===== src/rtl/uart_tx_serializer.sv =====
`timescale 1ns/1ps
`default_nettype none
// ============================================================================
// uart_tx_serializer: tick-timed UART frame serializer (start/data/parity/stop)
// Revision: 1.0
// ============================================================================
module uart_tx_serializer #(
  parameter int DATA_BITS  = 8,
  parameter int OVERSAMPLE = 16,
  parameter int PARITY_EN  = 0,
  parameter int PARITY_ODD = 0,
  parameter int STOP_BITS  = 1
) (
  input  logic                 clk,
  input  logic                 rst,
  input  logic                 i_tick,
  input  logic                 i_valid,
  input  logic [DATA_BITS-1:0] i_data,
  output logic                 o_ready,
  output logic                 o_tx,
  output logic                 o_busy,
  output logic                 o_done,
  output logic                 o_tick_en,
  output logic                 o_tick_clr
);

  localparam int TW = (OVERSAMPLE > 1) ? $clog2(OVERSAMPLE) : 1;
  localparam int BW = $clog2(DATA_BITS + 1);
  localparam logic [TW-1:0] C_TICK_LAST = TW'(OVERSAMPLE - 1);
  localparam logic [BW-1:0] C_DATA_LAST = BW'(DATA_BITS - 1);
  localparam logic [BW-1:0] C_STOP_LAST = BW'(STOP_BITS - 1);

  typedef enum logic [2:0] {
    S_IDLE   = 3'd0,
    S_START  = 3'd1,
    S_DATA   = 3'd2,
    S_PARITY = 3'd3,
    S_STOP   = 3'd4
  } state_t;

  state_t               state_q, state_d;
  logic [DATA_BITS-1:0] shreg_q, shreg_d;
  logic                 par_q, par_d;
  logic [TW-1:0]        tick_cnt_q, tick_cnt_d;
  logic [BW-1:0]        bit_cnt_q, bit_cnt_d;
  logic                 tx_q, tx_d;
  logic                 ready_q, ready_d;
  logic                 busy_q, busy_d;
  logic                 done_q, done_d;
  logic                 tick_en_q, tick_en_d;
  logic                 tick_clr_q, tick_clr_d;
  logic                 bit_end;

  always_ff @(posedge clk or posedge rst) begin
    if (rst) begin
      state_q    <= S_IDLE;
      shreg_q    <= '0;
      par_q      <= 1'b0;
      tick_cnt_q <= '0;
      bit_cnt_q  <= '0;
      tx_q       <= 1'b1;
      ready_q    <= 1'b1;
      busy_q     <= 1'b0;
      done_q     <= 1'b0;
      tick_en_q  <= 1'b0;
      tick_clr_q <= 1'b0;
    end else begin
      state_q    <= state_d;
      shreg_q    <= shreg_d;
      par_q      <= par_d;
      tick_cnt_q <= tick_cnt_d;
      bit_cnt_q  <= bit_cnt_d;
      tx_q       <= tx_d;
      ready_q    <= ready_d;
      busy_q     <= busy_d;
      done_q     <= done_d;
      tick_en_q  <= tick_en_d;
      tick_clr_q <= tick_clr_d;
    end
  end

  always_comb begin
    state_d    = state_q;
    shreg_d    = shreg_q;
    par_d      = par_q;
    tick_cnt_d = tick_cnt_q;
    bit_cnt_d  = bit_cnt_q;
    tx_d       = tx_q;
    ready_d    = ready_q;
    busy_d     = busy_q;
    done_d     = 1'b0;
    tick_en_d  = tick_en_q;
    tick_clr_d = 1'b0;
    bit_end    = 1'b0;

    // Ticks only count once a frame is under way; the accept cycle never counts.
    if (state_q != S_IDLE && i_tick) begin
      if (tick_cnt_q == C_TICK_LAST) begin
        tick_cnt_d = '0;
        bit_end    = 1'b1;
      end else begin
        tick_cnt_d = tick_cnt_q + TW'(1);
      end
    end

    case (state_q)
      S_IDLE: begin
        if (i_valid && ready_q) begin
          shreg_d    = i_data;
          par_d      = (PARITY_ODD != 0) ? ~^i_data : ^i_data;
          tick_cnt_d = '0;
          bit_cnt_d  = '0;
          state_d    = S_START;
          tx_d       = 1'b0;
          ready_d    = 1'b0;
          busy_d     = 1'b1;
          tick_en_d  = 1'b1;
          tick_clr_d = 1'b1;
        end
      end
      S_START: begin
        if (bit_end) begin
          state_d = S_DATA;
          tx_d    = shreg_q[0];
        end
      end
      S_DATA: begin
        if (bit_end) begin
          if (bit_cnt_q == C_DATA_LAST) begin
            bit_cnt_d = '0;
            if (PARITY_EN != 0) begin
              state_d = S_PARITY;
              tx_d    = par_q;
            end else begin
              state_d = S_STOP;
              tx_d    = 1'b1;
            end
          end else begin
            bit_cnt_d = bit_cnt_q + BW'(1);
            shreg_d   = shreg_q >> 1;
            tx_d      = shreg_q[1];
          end
        end
      end
      S_PARITY: begin
        if (bit_end) begin
          state_d   = S_STOP;
          tx_d      = 1'b1;
          bit_cnt_d = '0;
        end
      end
      S_STOP: begin
        if (bit_end) begin
          if (bit_cnt_q == C_STOP_LAST) begin
            state_d   = S_IDLE;
            bit_cnt_d = '0;
            done_d    = 1'b1;
            busy_d    = 1'b0;
            tick_en_d = 1'b0;
            ready_d   = 1'b1;
          end else begin
            bit_cnt_d = bit_cnt_q + BW'(1);
          end
        end
      end
      default: begin
        state_d = S_IDLE;
        tx_d    = 1'b1;
        ready_d = 1'b1;
        busy_d  = 1'b0;
      end
    endcase
  end

  assign o_ready    = ready_q;
  assign o_tx       = tx_q;
  assign o_busy     = busy_q;
  assign o_done     = done_q;
  assign o_tick_en  = tick_en_q;
  assign o_tick_clr = tick_clr_q;

endmodule
`default_nettype wire


===== config.mk =====
export PLATFORM = sky130hd
export DESIGN_NAME = uart_tx_serializer
export DESIGN_NICKNAME = d
export VERILOG_FILES = /design/src/rtl/uart_tx_serializer.sv
export SDC_FILE = /design/constraint.sdc
export NUM_CORES = 1
export LEC_CHECK = 0
export ABC_CLOCK_PERIOD_IN_PS = 2000
export CAP_MARGIN = 20
export CORE_MARGIN = 1.5
export CORE_UTILIZATION = 55
export CTS_CLUSTER_SIZE = 10
export DETAILED_ROUTE_END_ITERATION = 12
export DONT_BUFFER_PORTS = 1
export PLACE_DENSITY = 0.79
export SLEW_MARGIN = 20
export SYNTH_ARGS = -nofsm -noshare
export SYNTH_HDL_FRONTEND = slang
export SYNTH_SLANG_ARGS = --single-unit

===== constraint.sdc =====
create_clock -name clk -period 2 [get_ports clk]
set_clock_uncertainty 0.1 [all_clocks]
set_input_delay 0.1 -clock clk [delete_from_list [all_inputs] [get_ports clk]]
set_output_delay 0.1 -clock clk [all_outputs]
set_load 0.01 [all_outputs]

# After elaboration in Yosys (flattened, before gate mapping)
# Index checks and enable logic that the tools add are counted.
dict set report totals {
  out_inout_bits 6
  in_bits 12
  ff_bits 25
}
dict set report classes {
  n_eq_ne 14
  muxes 44
  n_bitwise 2
  reduce_logical 15
  n_addsub 2
}
# op n
set op_table {}
lappend op_table {{$mux 4} 10}
lappend op_table {{$mux 8} 3}
lappend op_table {{$mux 3} 7}
lappend op_table {{$mux 1} 17}
lappend op_table {{$ne 2x2->1 const B} 8}
lappend op_table {{$pmux 4 s4} 1}
lappend op_table {{$pmux 8 s2} 1}
lappend op_table {{$pmux 3 s5} 1}
lappend op_table {{$reduce_and 4->1} 3}
lappend op_table {{$reduce_and 5->1} 2}
lappend op_table {{$add 4x1->4 const B} 2}
lappend op_table {{$reduce_and 7->1} 1}
lappend op_table {{$eq 3x2->1 const B} 2}
lappend op_table {{$pmux 1 s3} 2}
lappend op_table {{$pmux 1 s5} 1}
lappend op_table {{$eq 4x3->1 const B} 1}
lappend op_table {{$eq 4x4->1 const B} 1}
lappend op_table {{$logic_not 4->1} 1}
lappend op_table {{$reduce_bool 2->1} 2}
lappend op_table {{$reduce_bool 4->1} 1}
lappend op_table {{$eq 3x1->1 const B} 1}
lappend op_table {{$eq 3x3->1 const B} 1}
lappend op_table {{$logic_not 3->1} 1}
lappend op_table {{$reduce_bool 3->1} 1}
lappend op_table {{4 further kinds} 6}

# Logic depth before layout (Yosys ltp)
dict set report depth {
  word_depth 5
  ltp_mapped 6
  ltp_nobuf 6
}

# Worst setup path after synthesis
# No wires, ideal clock.
dict set report synth_timing {
  path_kind {register to register}
  from {register bit_cnt_q[0]}
  to {register bit_cnt_q[2]}
  t_arrival_ns 1.543
  setup_ns 0.121
  slack_ns 0.236
  path_stages_with_launch 7
  cell_sequence {dfrtp_1 inv_1 ha_1 or3b_2 a31oi_1 nor3b_1 a22o_1}
}
dict set report synth_via {
  elab_chain_len 4
  elab_cells_between_ends 8
}
# item line_no
set synth_lines {}
lappend synth_lines {{start, declared} 45} ;# logic [BW-1:0] bit_cnt_q, bit_cnt_d;
lappend synth_lines {{start signal, assigned} 72} ;# bit_cnt_q <= bit_cnt_d;
lappend synth_lines {{$add 4x1->4 (tied with other cells)} {139, 162}}
lappend synth_lines {{$mux 4 (on tied branches)} {154, 129}}
lappend synth_lines {{$mux 4 (on tied branches)} {153, 128}}
lappend synth_lines {{$pmux 4 s4 *} 106} ;# case (state_q)
# Every way passes the cells marked *; elsewhere a longest branch is shown, timed or not. The select of a mux whose other input is x is not followed.
# A chain may end at the register's enable or synchronous reset.

# Worst setup path in the final report
dict set report layout_timing {
  from {register state_q[1]}
  to {register shreg_q[4]}
}
dict set report layout_via {
  elab_chain_len 5
  elab_cells_between_ends 11
}
# item line_no
set layout_lines {}
lappend layout_lines {{start, declared} 41} ;# state_t state_q, state_d;
lappend layout_lines {{start signal, assigned} 68} ;# state_q <= state_d;
lappend layout_lines {{$reduce_bool 3->1} 97} ;# if (state_q != S_IDLE && i_tick) begin
lappend layout_lines {{$logic_and 1x1->1} 97}
lappend layout_lines {{$mux 1} 97}
lappend layout_lines {{$ne 2x2->1 (no source line)} n/a}
lappend layout_lines {{$reduce_and 4->1 (no source line)} n/a}
lappend layout_lines {{end signal, assigned} 69} ;# shreg_q <= shreg_d;
lappend layout_lines {{end, declared} 42} ;# logic [DATA_BITS-1:0] shreg_q, shreg_d;
# Several ways; a longest one is shown, not always the timed one.

==> results by group <==
Drt
  • Final ANT Viol Nets: 0
  • Avg WL per Cell: 14.8 um
  • Total Routed Length: about 2.8 mm
  • Vias per cell: just under 6
  • First-pass DRT Iterations: 4
  • Via count: roughly 1100
  • DR iter-0 viols: 21
  • # DRC: 0

Clock tree
  • Clock Sinks: 25
  • CTS Buf Count: 3
  • Clock Tree Buf Depth: 2
  • Worst skew pair latency: a little over 0.3 ns
  • Clock Pin Slew Worst Setup and Hold Paths: between 0.1 and 0.15 ns
  • CTS tree: yes
  • Post-CTS Setup Bufs: 0
  • Clk Tree Root Cell: clkbuf_4
  • H-Tree Depth: 1

STA
  • Final setup viols: 0
  • Fin Setup TNS: 0 ns
  • Final worst-path cycle share: 0.971
  • Hold WS: 0.0189 ns
  • Max-slew headroom: 0.693
  • Fin. max-slew vios: 0
  • RSZ-0062 raised after global routing: false
  • Final Critical Period: between 1.5 and 2 ns
  • Count of final hold-check violations: 0
  • Max Clock Freq: 0.515 GHz
  • Measured slew at the worst slew-check pin: 0.460 ns

Global route
  • Vias in the first global route: between 900 and 1000
  • Largest net degree at the start of global routing: 26
  • Initial antenna violation count: 0
  • First-pass GRT wire length: ~4.3 mm
  • GR Overflow Total: 0
  • Global Route Usage Sum: 0.211

Synthesis
  • Combinational family with the most area after synthesis: simple AND/OR/NAND/NOR gates
  • Synth Register Bits: 25
  • Largest area contributor in the netlist: dfrtp_1
  • Top post-synthesis cells by count: 26 x nand2_1, 23 x dfrtp_1, 13 x a21oi_1, 8 x nor2_1, 7 x inv_1
  • Post-synthesis compound-gate area fraction: 0.169
  • YS warnings: 0
  • Simple-gate share of the synthesized area: 0.208
  • Mux contribution to synthesized area: 0.0928
  • Synth top area share: 0.410
  • XOR/XNOR Fraction of Synth Area: 0.0125
  • Syn nets: 154
  • Ys flop type: dfrtp_1
  • Synth unique cells: 43
  • Mean post-synth cell area: a little over 10 um2
  • Seq/Total Area, Yosys: 0.448
  • Number of synthesized flops with an enable pin: 0
  • Ranking of synthesized cells by area: dfrtp_1 41%, nand2_1 7.0%, mux2_4 6.4%
  • FFs w/ async S/R, synth: 1.00
  • Top-count cell post-synth: nand2_1
  • Mapped cell area: about 1400 um2
  • Synth Area in Adders: 0.0268
  • Synth Instances: around 140

Finish
  • Diodes inserted: 0
  • Final Core Density: 0.656
  • P&R area growth vs syn: 14.8%
  • Layout cells sized above 1: 0.172
  • Nets: between 150 and 200

Setup path
  • Worst setup SP type: flop
  • Setup crit end kind: flop
  • CP required: roughly 2.1 ns
  • Critical path class: flop to flop
  • Crit path DAT: between 2 and 2.5 ns
  • Crit-path slowest cell: or3b_4
  • Crit-path max cell delay: a little over 0.5 ns
  • Crit path cell chain: or3b_4 -> o22ai_4 -> mux2_4
  • Critical Path Fanout Max: 12

Floorplanning
  • Initial core utilization: 0.571
  • Die X-Extent: about 54 um
  • Die area: ~2900 um2
  • Core area: approximately 2500 um2
  • Cell Rows: 18
  • I/O pins: 18
  • Die height: 53.5 um

Outcome
  • Status: finished clean

Pwr
  • Leak: 0.781 nW
  • Cell area power density: about 470 nW/um2
  • VDD IR-drop max: approximately 0.37 mV

Flow run
  • MaxCap Viol Count: 0

Placed design
  • RePlAce Congestion: between 0.8 and 0.9
  • DPL Wire Length: roughly 2.0 mm
  • Number of port buffers: 0

Worst hold path
  • HP Class: input pin to flop
flip-flops by register name (all words and copies together) (netlist names):
name / count
o_done: 1
o_ready: 1
o_tick_clr: 1
o_tick_en: 1
state_q: 3
bit_cnt_q: 4
tick_cnt_q: 4
o_tx: 1
shreg_q: 8
o_busy: 1
path summary, 6_finish.rpt:
path	start	to	slack, ns	cells past startpoint
setup / recovery	state_q[1]	shreg_q[4]	0.06	3
hold / removal	i_tick	state_q[2]	0.02	3
setup reg to reg	state_q[1]	shreg_q[4]	0.06	3
hold reg to reg	shreg_q[7]	shreg_q[7]	0.41	1
max in group asynchronous	rst	o_tx	1.35	3
min in group asynchronous	rst	o_tick_clr	0.17	3
cells in the final DEF, fill, tap and decap left out, types with 4 or more instances in the layout:
cell            n
mux2i_1         4
nor3b_1         4
dlygate4sd3_1  11
mux2_4          6
buf_4           7
dfrtp_1        23
nor2_1          8
inv_1           7
a21oi_1        13
nand2_1        26
stage by stage:
stage,cell area [um2],worst slack (ns),std cells,total power [mW]
2_1_floorplan,1400,0.236,139,0.529
3_3_place_gp,1470,0.139,172,0.534
3_5_place_dp,1470,0.0839,172,0.535
4_1_cts,1600,0.0643,187,0.770
5_1_grt,1610,0.0116,187,0.802
6_report,1610,0.0576,187,0.762
what timing repair did:
action                                 CTS  global route
endpoints found under the hold margin   39             0
gates resized for setup                  0             1
setup endpoints to repair                0             1
hold buffers                            11             0
critical path, delay by kind of cell, from the launching register on:
family	cells	cell delay (ns)
and+or+nand+nor	1	0.51
DFF	1	0.47
muxes	1	0.34
AOI/OAI and AO/OA	1	0.40
report_power, final:
group	internal (mW)	leakage, nW	switching (mW)
registers	0.506	0.321	0
clock network	0.0777	0.0150	0.142
logic	0.0191	0.445	0.0177
layout make-up:
class	instances	area, um2
multi-input cells	102	721
fillers	199	845
flip-flops and latches	25	628
inverters	8	35.0
clock buffers	4	26.3
well taps	30	37.5
repair buffers	18	163
metal layers:
| layer | up-vias | track usage | share of wire |
|---|---|---|---|
| li1 | 533 | - | - |
| met1 | 542 | 0.253 | 0.45 |
| met2 | 33 | 0.366 | 0.49 |
| met3 | 2 | 0.0367 | 0.053 |
| met4 | 0 | 0.0940 | 0.0069 |
| met5 | - | 0 | 0 |
cells by family after synthesis:
group,count (synthesis)
flops,25
compound gates,32
mux,10
buf+inv,12
fa+ha+maj,3
simple gates,55
xor+xnor,2
Power figures use the tool's default switching activity.
